### config.mk
export PLATFORM = sky130hd
export DESIGN_NAME = dmi_responder
export DESIGN_NICKNAME = d
export VERILOG_FILES = /design/src/rtl/dmi_responder_pkg.sv /design/src/rtl/dmi_regbank.sv /design/src/rtl/dmi_responder.sv
export SDC_FILE = /design/constraint.sdc
export NUM_CORES = 1
export LEC_CHECK = 0
export ABC_AREA = 1
export CORE_ASPECT_RATIO = 0.9
export CORE_MARGIN = 5
export CORE_UTILIZATION = 55
export CTS_BUF_LIST = sky130_fd_sc_hd__clkbuf_8 sky130_fd_sc_hd__clkbuf_16
export CTS_CLUSTER_DIAMETER = 50
export DETAILED_ROUTE_END_ITERATION = 8
export PLACE_DENSITY = 0.76
export REMOVE_ABC_BUFFERS = 1
export SLEW_MARGIN = 5
export SYNTH_ARGS = -nofsm -noshare
export SYNTH_HDL_FRONTEND = slang
export SYNTH_SLANG_ARGS = --single-unit
### constraint.sdc
create_clock -name CLK_I -period 4.2 [get_ports CLK_I]
set_input_delay 0.84 -clock CLK_I [delete_from_list [all_inputs] [get_ports CLK_I]]
set_output_delay 0.84 -clock CLK_I [all_outputs]
set_load 0.02 [all_outputs]
### src/rtl/dmi_responder_pkg.sv
// Shared types for the DMI responder: the debug-module transport types (dm) and
// the responder's FSM encoding, default parameters and address helper (uart_pkg).
package dm;

  typedef enum logic [1:0] {
    DTM_NOP   = 2'h0,
    DTM_READ  = 2'h1,
    DTM_WRITE = 2'h2
  } dtm_op_e;

  localparam logic [1:0] DTM_SUCCESS = 2'h0;
  localparam logic [1:0] DTM_ERR     = 2'h2;
  localparam logic [1:0] DTM_BUSY    = 2'h3;

  typedef struct packed {
    logic [6:0]  addr;
    dtm_op_e     op;
    logic [31:0] data;
  } dmi_req_t;

  typedef struct packed {
    logic [31:0] data;
    logic [1:0]  resp;
  } dmi_resp_t;

endpackage

package uart_pkg;

  localparam logic [6:0] DEF_BASE_ADDR    = 7'h04;
  localparam int         DEF_NUM_REGS     = 12;
  localparam int         DEF_RESP_LATENCY = 2;

  localparam logic [1:0] ST_IDLE   = 2'd0;
  localparam logic [1:0] ST_ACCESS = 2'd1;
  localparam logic [1:0] ST_RESP   = 2'd2;

  // Compared in 8 bits so BASE+NUM may reach 128 without wrapping.
  function automatic logic addr_in_range(input logic [6:0] addr,
                                         input logic [6:0] base,
                                         input logic [7:0] num);
    return ({1'b0, addr} >= {1'b0, base}) && ({1'b0, addr} < ({1'b0, base} + num));
  endfunction

endpackage

### src/rtl/dmi_regbank.sv
// Bank of 32-bit registers: one synchronous write port, one combinational read
// port, synchronous active-low clear.
module dmi_regbank #(
  parameter int NUM_REGS = 12
) (
  input  logic        i_clk,
  input  logic        i_rst_n,
  input  logic        i_we,
  input  logic [6:0]  i_waddr,
  input  logic [31:0] i_wdata,
  input  logic [6:0]  i_raddr,
  output logic [31:0] o_rdata
);

  logic [31:0] r_mem [NUM_REGS];

  // Register storage with synchronous clear
  always_ff @(posedge i_clk) begin
    if (!i_rst_n) begin
      for (int k = 0; k < NUM_REGS; k++) begin
        r_mem[k] <= 32'h0;
      end
    end else begin
      for (int k = 0; k < NUM_REGS; k++) begin
        if (i_we && (i_waddr == 7'(k))) begin
          r_mem[k] <= i_wdata;
        end
      end
    end
  end

  // Read mux; an index past the bank reads as zero
  always_comb begin
    o_rdata = 32'h0;
    for (int k = 0; k < NUM_REGS; k++) begin
      if (i_raddr == 7'(k)) begin
        o_rdata = r_mem[k];
      end
    end
  end

endmodule

### src/rtl/dmi_responder.sv
// DMI target: accepts one request at a time, waits RESP_LATENCY cycles, then
// performs the register access and holds the response until it is taken.
module dmi_responder
  import uart_pkg::*;
#(
  parameter logic [6:0] BASE_ADDR    = DEF_BASE_ADDR,
  parameter int         NUM_REGS     = DEF_NUM_REGS,
  parameter int         RESP_LATENCY = DEF_RESP_LATENCY
) (
  input  logic         CLK_I,
  input  logic         RST_NI,
  input  logic         DMI_REQ_VALID_I,
  output logic         DMI_REQ_READY_O,
  input  dm::dmi_req_t DMI_REQ_I,
  output logic         DMI_RESP_VALID_O,
  input  logic         DMI_RESP_READY_I,
  output dm::dmi_resp_t DMI_RESP_O,
  output logic [15:0]  XFER_COUNT_O
);

  localparam logic [3:0] LAT_LOAD   = (RESP_LATENCY > 0) ? 4'(RESP_LATENCY - 1) : 4'd0;
  localparam logic       LAT_ZERO   = (RESP_LATENCY == 0);
  localparam logic [7:0] NUM_REGS_W = 8'(NUM_REGS);

  logic [1:0]    r_state;
  logic [1:0]    w_state_nxt;
  logic [3:0]    r_cnt;
  dm::dmi_req_t  r_req;
  dm::dmi_resp_t r_resp;
  logic [15:0]   r_xfer;

  logic          w_accept;
  logic          w_handshake;
  logic          w_enter_resp;
  dm::dmi_req_t  w_cur_req;
  logic          w_in_range;
  logic [6:0]    w_idx;
  logic          w_we;
  logic [31:0]   w_rdata;
  dm::dmi_resp_t w_resp_nxt;

  assign DMI_REQ_READY_O  = (r_state == ST_IDLE);
  assign DMI_RESP_VALID_O = (r_state == ST_RESP);
  assign DMI_RESP_O       = r_resp;
  assign XFER_COUNT_O     = r_xfer;

  assign w_accept     = DMI_REQ_VALID_I && (r_state == ST_IDLE);
  assign w_handshake  = DMI_RESP_READY_I && (r_state == ST_RESP);
  assign w_enter_resp = (w_accept && LAT_ZERO) || ((r_state == ST_ACCESS) && (r_cnt == 4'd0));

  // With zero latency the access happens on the accept edge, before capture lands.
  assign w_cur_req  = (r_state == ST_IDLE) ? DMI_REQ_I : r_req;
  assign w_in_range = addr_in_range(w_cur_req.addr, BASE_ADDR, NUM_REGS_W);
  assign w_idx      = w_cur_req.addr - BASE_ADDR;

  // Decode the op into a write strobe and the response to be registered
  always_comb begin
    w_we            = 1'b0;
    w_resp_nxt.data = 32'h0;
    w_resp_nxt.resp = dm::DTM_ERR;
    if (w_in_range) begin
      case (w_cur_req.op)
        dm::DTM_NOP: begin
          w_resp_nxt.resp = dm::DTM_SUCCESS;
        end
        dm::DTM_READ: begin
          w_resp_nxt.data = w_rdata;
          w_resp_nxt.resp = dm::DTM_SUCCESS;
        end
        dm::DTM_WRITE: begin
          w_we            = w_enter_resp;
          w_resp_nxt.data = w_cur_req.data;
          w_resp_nxt.resp = dm::DTM_SUCCESS;
        end
        default: begin
          w_resp_nxt.resp = dm::DTM_ERR;
        end
      endcase
    end else begin
      w_resp_nxt.resp = dm::DTM_ERR;
    end
  end

  // Next-state logic; the unused encoding falls back to idle
  always_comb begin
    w_state_nxt = ST_IDLE;
    case (r_state)
      ST_IDLE: begin
        if (w_accept) begin
          w_state_nxt = LAT_ZERO ? ST_RESP : ST_ACCESS;
        end else begin
          w_state_nxt = ST_IDLE;
        end
      end
      ST_ACCESS: begin
        if (r_cnt == 4'd0) begin
          w_state_nxt = ST_RESP;
        end else begin
          w_state_nxt = ST_ACCESS;
        end
      end
      ST_RESP: begin
        if (DMI_RESP_READY_I) begin
          w_state_nxt = ST_IDLE;
        end else begin
          w_state_nxt = ST_RESP;
        end
      end
      default: begin
        w_state_nxt = ST_IDLE;
      end
    endcase
  end

  // State register
  always_ff @(posedge CLK_I) begin
    if (!RST_NI) begin
      r_state <= ST_IDLE;
    end else begin
      r_state <= w_state_nxt;
    end
  end

  // Latency counter and request capture
  always_ff @(posedge CLK_I) begin
    if (!RST_NI) begin
      r_cnt <= 4'd0;
      r_req <= '0;
    end else if (w_accept) begin
      r_cnt <= LAT_LOAD;
      r_req <= DMI_REQ_I;
    end else if ((r_state == ST_ACCESS) && (r_cnt != 4'd0)) begin
      r_cnt <= r_cnt - 4'd1;
    end else begin
      r_cnt <= r_cnt;
    end
  end

  // Response register, loaded on the edge entering ST_RESP
  always_ff @(posedge CLK_I) begin
    if (!RST_NI) begin
      r_resp <= '0;
    end else if (w_enter_resp) begin
      r_resp <= w_resp_nxt;
    end else begin
      r_resp <= r_resp;
    end
  end

  // Saturating count of completed handshakes
  always_ff @(posedge CLK_I) begin
    if (!RST_NI) begin
      r_xfer <= 16'h0;
    end else if (w_handshake && (r_xfer != 16'hFFFF)) begin
      r_xfer <= r_xfer + 16'd1;
    end else begin
      r_xfer <= r_xfer;
    end
  end

  dmi_regbank #(
    .NUM_REGS (NUM_REGS)
  ) u_regbank (
    .i_clk   (CLK_I),
    .i_rst_n (RST_NI),
    .i_we    (w_we),
    .i_waddr (w_idx),
    .i_wdata (w_cur_req.data),
    .i_raddr (w_idx),
    .o_rdata (w_rdata)
  );

endmodule

==> metrics.md, run 1 <==
| Metric | Value |
|---|---|
| Placed cell count | `2868` |
| Number of clock sinks | `480` |
| Clock Path Buffers | `3` |
| Post-synthesis sequential area ratio | `62.6%` |
| R2r worst-path depth | `13` |
| Number of synthesized flops with an enable pin | `384` |
| Clk_skew | `0.0135 ns` |
| Cell Rows | `68` |
| Crit end category | `primary output` |
| Net Sw Power | `0.00261 W` |
| Detailed-route via count | `between 15000 and 20000` |
| First-pass GRT wire length | `between 80000 and 90000 um` |
| Async SR Flop Fraction | `0%` |
| First drt pass iteration count | `6` |
| Post_cts resized | `0` |
| GR Util All Layers | `between 20 and 30%` |
| Clock share of power | `39.0%` |
| DP Wirelength | `33900 um` |
| Worst hold start | `DMI_RESP_O[19]` |
| Hold-critical path depth | `2` |
| Startpoint class of the critical path | `flop` |
| Combinational power share | `9.8%` |
| Finished Cell Area | `24500 sq um` |
| Final antenna-violating net count | `0` |
| Initial drt markers | `1963` |
| Vias/cell | `5.52` |
| Cell Pwr Density | `432 nW/um^2` |
| CTS tree | `done` |
| Vias in the first global route | `16006` |
| Post-synth cell types | `42` |
| H-tree depth | `2` |
| Fin. Hold Viols | `0` |
| Die H | `a little under 200 um` |
| Flop pwr share | `51.2%` |
| Count leader, synth | `nor2_1` |
| Initial Utilization | `a little under three fifths` |
| WHS Endpoint | `DMI_RESP_O[19]` |
| # setup viols final | `0` |
| Post-synth top cells | `nor2_1 (526), nand2_1 (445), edfxtp_1 (384), inv_1 (255), nand3_1 (119)` |
| CP Class | `flop to primary output` |
| Full die area | `43100 sq um` |
| Reg2reg setup slack | `1.00 ns` |
| Post-Syn Instances | `2321` |
| TritonCTS buffer count | `47` |
| Die width | `between 200 and 250 um` |
| Fin Setup TNS | `0 ns` |
| Flops & latches, synth | `between 400 and 500` |
| # diodes | `0` |
| Layout overhead on the synthesized area | `13.9%` |
| Clock Root Buffer | `clkbuf_16` |
| CP max FO | `53` |
| Top cells by area, synth | `edfxtp_1 (54%), nor2_1 (9.2%), dfxtp_1 (8.9%)` |
| Tmin final | `3.47 ns` |
| Largest area contributor in the netlist | `edfxtp_1` |
| Yosys top cell area share | `53.7%` |
| Core area | `38500 sq um` |
| Post-synth top flop | `edfxtp_1` |
| Max-slew violation count | `0` |
| Synth Area per Inst | `9.26 sq um` |
| Pin count of the biggest net entering global routing | `69` |
| Nets | `2443` |
| Hold crit path type | `flop to flop` |
| Slew margin rel. | `a little over half` |
| Crit path DAT | `2.63 ns` |
| Fraction of layout cells with a size suffix above 1 | `approximately 6.7%` |
| Clk_lat worst skew | `0.56 ns` |
| Status | `finished clean` |
| Post-CTS Setup Bufs | `0` |
| Yosys warnings | `0` |
| Fin cells | `2954` |
| # DRC | `0` |
| Mapped cell area | `21500 sq um` |
| Leak | `around 9.6 nW` |
| Internal power | `0.00796 W` |
| Fmax | `roughly 0.29 GHz` |
| GPL Wtd Cong | `0.828` |
| Initial antenna violation count | `0` |
| CP required | `between 3 and 4 ns` |
| Reg clk slew, reported paths | `0.06 ns` |
| Crit share post-route | `82.7%` |
| Worst R2R Start | `r_state[0]` |
| FF-to-FF End | `u_regbank.r_mem[0][120]` |
| RSZ-0062 raised after global routing | `no` |
| DRT Wirelength | `between 50000 and 60000 um` |
| Worst-Margin Slew | `0.678 ns` |
| Max Cap Viol | `0` |
| DP Area | `23000 sq um` |
| Pwr Total | `0.0106 W` |
| WL/cell | `18.7 um` |
| GRT overflow | `0` |
| Top-Level Pins | `97` |
| Hold_buf cts | `0` |
| Maximum vdd ir drop | `0.000395 V` |
| Port Buffers | `95` |
| Switching share of power | `24.7%` |
-- worst max-delay path by stage --
stage	from	depth (start not counted)	endpoint	slack [ns]
floorplan	r_state[1]	9	u_regbank.r_mem[0][352]	-3.20
global placement	DMI_REQ_I[40]	13	u_regbank.r_mem[0][109]	0.61
detailed placement	DMI_REQ_I[40]	13	u_regbank.r_mem[0][109]	0.62
CTS	r_state[1]	3	DMI_REQ_READY_O	0.69
global route	r_state[1]	3	DMI_REQ_READY_O	0.60
finish	r_state[1]	3	DMI_REQ_READY_O	0.73
-- cell usage in the layout (no fill, tap or decap), types with 5 or more instances in the layout --
master and count:
or2_2 5, a21oi_2 8, nor2_2 7, inv_1 275, o21ai_0 83, nor2_1 525, clkinv_1 38, nand3_1 119
ha_1 6, edfxtp_1 384, clkbuf_16 49, buf_4 44, nand2_1 445, a21oi_1 40, buf_12 7, nand4_1 67
nor3_1 9, o21ai_1 30, nor4_1 5, inv_2 9, dfxtp_1 96, a211oi_1 34, clkinv_2 5, nor2_4 5
clkdlybuf4s50_1 95
-- registers in the layout (all words and copies together) (netlist names) --
| signal | count |
|---|---|
| r_cnt | 4 |
| u_regbank.r_mem | 384 |
| r_req | 41 |
| DMI_RESP_O | 33 |
| XFER_COUNT_O | 16 |
| r_state | 2 |
-- power groups by stage --
stage	logic (W)	clock network, W	registers, W
after CTS	0.00103	0.00414	0.00541
after floorplan	0.000624	0	0.00550
after global routing	0.00113	0.00436	0.00543
final	0.00103	0.00412	0.00541
after detailed placement	0.00102	0	0.00551
after global placement	0.000991	0	0.00550
-- area by class of cell --
cell class,count,area [sq um]
Fill cell,3104,14000
Sequential cell,480,13500
Multi-Input combinational cell,1420,6330
Timing Repair Buffer,146,1420
Clock buffer,50,1240
Inverter,297,1120
Tap cell,525,657
Clock inverter,36,254
-- kinds of logic (layout without fill, tap and decap cells) --
| group | Yosys count | in the layout | synth area share (%) |
|---|---|---|---|
| buffers and inverters | 421 | 529 | 8.02 |
| and+or+nand+nor | 1203 | 1203 | 23.3 |
| adders and majority gates | 6 | 6 | 0.349 |
| AOI/OAI and AO/OA | 209 | 209 | 5.65 |
| xor gates and xnor gates | 1 | 1 | 0.0408 |
| other | 1 | 1 | 0.0174 |
| DFF | 480 | 480 | 62.6 |
-- critical path, stage by stage, from the launching register on --
cell             delay [ns]
dfxtp_1                0.36
nor2_4                 0.49
buf_4                  0.50
clkdlybuf4s50_1        0.70
-- layer usage --
metal | global-route usage [%] | up-vias | wire [um]
met5 | 0 | - | 0
met4 | 8.30 | 0 | 1750
met3 | 3.34 | 116 | 4610
met2 | 43.2 | 772 | 27100
met1 | 34.3 | 7727 | 21900
li1 | - | 7696 | -
-- through the flow --
step                setup slack [ns]  utilization, %  hold WS (ns)
floorplan                      -3.20               -         0.446
global placement               0.605            59.7         0.453
detailed placement             0.618            59.7         0.456
CTS                            0.691            63.6         0.466
global route                   0.598            63.6         0.487
finish                         0.727            63.6         0.468
Note: power is estimated with default switching activity, not from simulation.
==> inputs of run 2 (changes only) <==
--- a/config.mk
+++ b/config.mk
@@ -12,7 +12,7 @@
 export CTS_BUF_LIST = sky130_fd_sc_hd__clkbuf_8 sky130_fd_sc_hd__clkbuf_16
 export CTS_CLUSTER_DIAMETER = 50
 export DETAILED_ROUTE_END_ITERATION = 8
-export PLACE_DENSITY = 0.76
+export PLACE_DENSITY = 0.74
 export REMOVE_ABC_BUFFERS = 1
 export SLEW_MARGIN = 5
 export SYNTH_ARGS = -nofsm -noshare
==> constraint.sdc (replaced) <==
create_clock -name CLK_I -period 3.3 [get_ports CLK_I]
set_input_delay 0.66 -clock CLK_I [delete_from_list [all_inputs] [get_ports CLK_I]]
set_output_delay 0.66 -clock CLK_I [all_outputs]
set_load 0.02 [all_outputs]
==> run 2 against run 1 <==
Combinational power up 31%. Final area grew 1.3%. Hold slack lost 0.0026 ns. Routed wire length fell by 2.9%. Final cell count rose by 0.34%. Utilization grew 0.81 points. Global-route usage decreased by 0.65 points. Sequential power increased by 27%. Flip-flop and latch count unchanged. Count of clock-buffer cells in the layout grew 1. Critical path depth unchanged. Critical path type unchanged. Largest cell class unchanged.
==> metrics.md, run 2 (synthesized netlist as in run 1, its figures left out) <==
| Metric | Value |
|---|---|
| Cell Pwr Density | `539 nW/um^2 (was 432 nW/um^2)` |
| DP Area | `23300 sq um (was 23000 sq um)` |
| # DRC | `0 (unchanged)` |
| Layout overhead on the synthesized area | `15.3% (was 13.9%)` |
| RSZ-0062 raised after global routing | `no (unchanged)` |
| Maximum vdd ir drop | `0.000481 V (was 0.000395 V)` |
| Worst setup endpoint | `DMI_REQ_READY_O (unchanged)` |
| Port Buffers | `95 (unchanged)` |
| Initial drt markers | `1483 (was 1963)` |
| Critical path origin | `r_state[1] (unchanged)` |
| Worst-Margin Slew | `0.645 ns (was 0.678 ns)` |
| Nets | `2453 (was 2443)` |
| Max-slew violation count | `0 (unchanged)` |
| Clk_lat worst skew | `0.55 ns (was 0.56 ns)` |
| Hold_buf cts | `0 (unchanged)` |
| Register area | `13500 sq um (unchanged)` |
| CP Class | `flop to primary output (unchanged)` |
| Die H | `198 um (unchanged)` |
| CP required | `2.64 ns (was 3.36 ns)` |
| H-tree depth | `2 (unchanged)` |
| Commonest non-fill, non-tap cell in the layout | `nor2_1 (unchanged)` |
| GRT overflow | `0 (unchanged)` |
| First-pass GRT wire length | `84600 um (was 86700 um)` |
| DP Wirelength | `34000 um (was 33900 um)` |
| Status | `finished clean (unchanged)` |
| Fraction of layout cells with a size suffix above 1 | `7.50% (was 6.67%)` |
| Fmax | `0.314 GHz` |
| Startpoint class of the critical path | `flop (unchanged)` |
| Post-CTS Setup Bufs | `0 (unchanged)` |
| Fill count | `3043 (was 3104)` |
| Largest Register | `u_regbank.r_mem (unchanged)` |
| WL/cell | `18.1 um (was 18.7 um)` |
| Full die area | `43100 sq um (unchanged)` |
| GPL Wtd Cong | `0.825 (was 0.828)` |
| Fin cells | `2964 (was 2954)` |
| Finished Cell Area | `24800 sq um (was 24500 sq um)` |
| CP max FO | `51 (was 53)` |
| Vias/cell | `5.46 (was 5.52)` |
| Tmin final | `~3.2 ns` |
| Slew margin rel. | `57.0% (was 54.8%)` |
| Commonest cells after routing, fill and taps aside | `nor2_1 (525), nand2_1 (445), edfxtp_1 (384) (unchanged)` |
| Hold crit path type | `flop to flop (unchanged)` |
| TritonCTS buffer count | `48 (was 47)` |
| Fin Setup TNS | `0 ns (unchanged)` |
| Clk_skew | `0.0113 ns (was 0.0135 ns)` |
| Max reg flops | `384 (unchanged)` |
| Initial antenna violation count | `0 (unchanged)` |
| Fin. Hold Viols | `0 (unchanged)` |
| Crit end category | `primary output (unchanged)` |
| Number of clock sinks | `480 (unchanged)` |
| Multi-input logic area | `6330 sq um (unchanged)` |
| FF-to-FF End | `DMI_RESP_O[18] (was u_regbank.r_mem[0][120])` |
| Placed cell count | `2877 (was 2868)` |
| Post_cts resized | `0 (unchanged)` |
| Worst R2R Start | `r_state[0] (unchanged)` |
| Reg clk slew, reported paths | `0.06 ns (about the same)` |
| Initial Utilization | `55.9% (unchanged)` |
| Crit path DAT | `2.53 ns (was 2.63 ns)` |
| # setup viols final | `0 (unchanged)` |
| Reg2reg setup slack | `0.32 ns (was 1.00 ns)` |
| First drt pass iteration count | `6 (unchanged)` |
| GR Util All Layers | `24.8% (was 25.4%)` |
| R2r worst-path depth | `18 (was 13)` |
| Die width | `218 um (unchanged)` |
| Leak | `9.67 nW (was 9.57 nW)` |
| Core area | `38500 sq um (unchanged)` |
| # diodes | `0 (unchanged)` |
| Pin count of the biggest net entering global routing | `69 (unchanged)` |
| Vias in the first global route | `16166 (was 16006)` |
| Cell Rows | `68 (unchanged)` |
| CTS tree | `done (unchanged)` |
| Max Cap Viol | `0 (unchanged)` |
| Clock Root Buffer | `clkbuf_16 (unchanged)` |
| Crit share post-route | `96.6%` |
| Final antenna-violating net count | `0 (unchanged)` |
| Clock Path Buffers | `3 (unchanged)` |
| Top-Level Pins | `97 (unchanged)` |
| DRT Wirelength | `53800 um (was 55300 um)` |
| Detailed-route via count | `16184 (was 16311)` |
run 2: routing by layer:
layer | up-vias | GRT usage (%) | wire length (um)
met1 | 7710 | 33.2 | 22100
met4 | 0 | 8.12 | 1650
met5 | - | 0 | 0
met2 | 626 | 42.5 | 26700
li1 | 7739 | - | -
met3 | 109 | 2.96 | 3350
run 2: metrics by stage:
stage               setup slack [ns]  power [W]  utilization (%)  hold WS, ns
global route                0.000866     0.0139             64.4        0.480
floorplan                      -4.10    0.00779                -        0.446
global placement               0.104    0.00831             60.6        0.454
finish                         0.112     0.0134             64.4        0.465
detailed placement            0.0556    0.00835             60.6        0.458
CTS                            0.112     0.0134             64.4        0.467
run 2: critical path, cell delays in order, from the launching register on:
cell and delay [ns]:
dfxtp_1 0.36, nor2_4 0.40, buf_4 0.49, clkdlybuf4s50_1 0.70
run 2: final cells by class:
class	count	area share [%]
clock buffers	51	5.06
inverters	297	4.50
well taps	525	2.65
repair buffers	155	7.07
clock inverters	36	0.899
flip-flops and latches	480	54.3
multi-input cells	1420	25.5
run 2: power by group:
part	switching [W]	internal, W	total [W]
Combinational	0.000981	0.000365	0.00135
Clock	0.00223	0.00289	0.00513
Sequential	0.0000873	0.00680	0.00689
run 2: worst min path at each step:
stage                         from             end  slack [ns]  depth (start not counted)
finish              DMI_RESP_O[14]  DMI_RESP_O[14]        0.47                          2
global route        DMI_RESP_O[23]  DMI_RESP_O[23]        0.48                          2
floorplan                r_req[40]       r_req[40]        0.45                          2
global placement    DMI_RESP_O[23]  DMI_RESP_O[23]        0.45                          2
detailed placement  DMI_RESP_O[23]  DMI_RESP_O[23]        0.46                          2
CTS                 DMI_RESP_O[23]  DMI_RESP_O[23]        0.47                          2
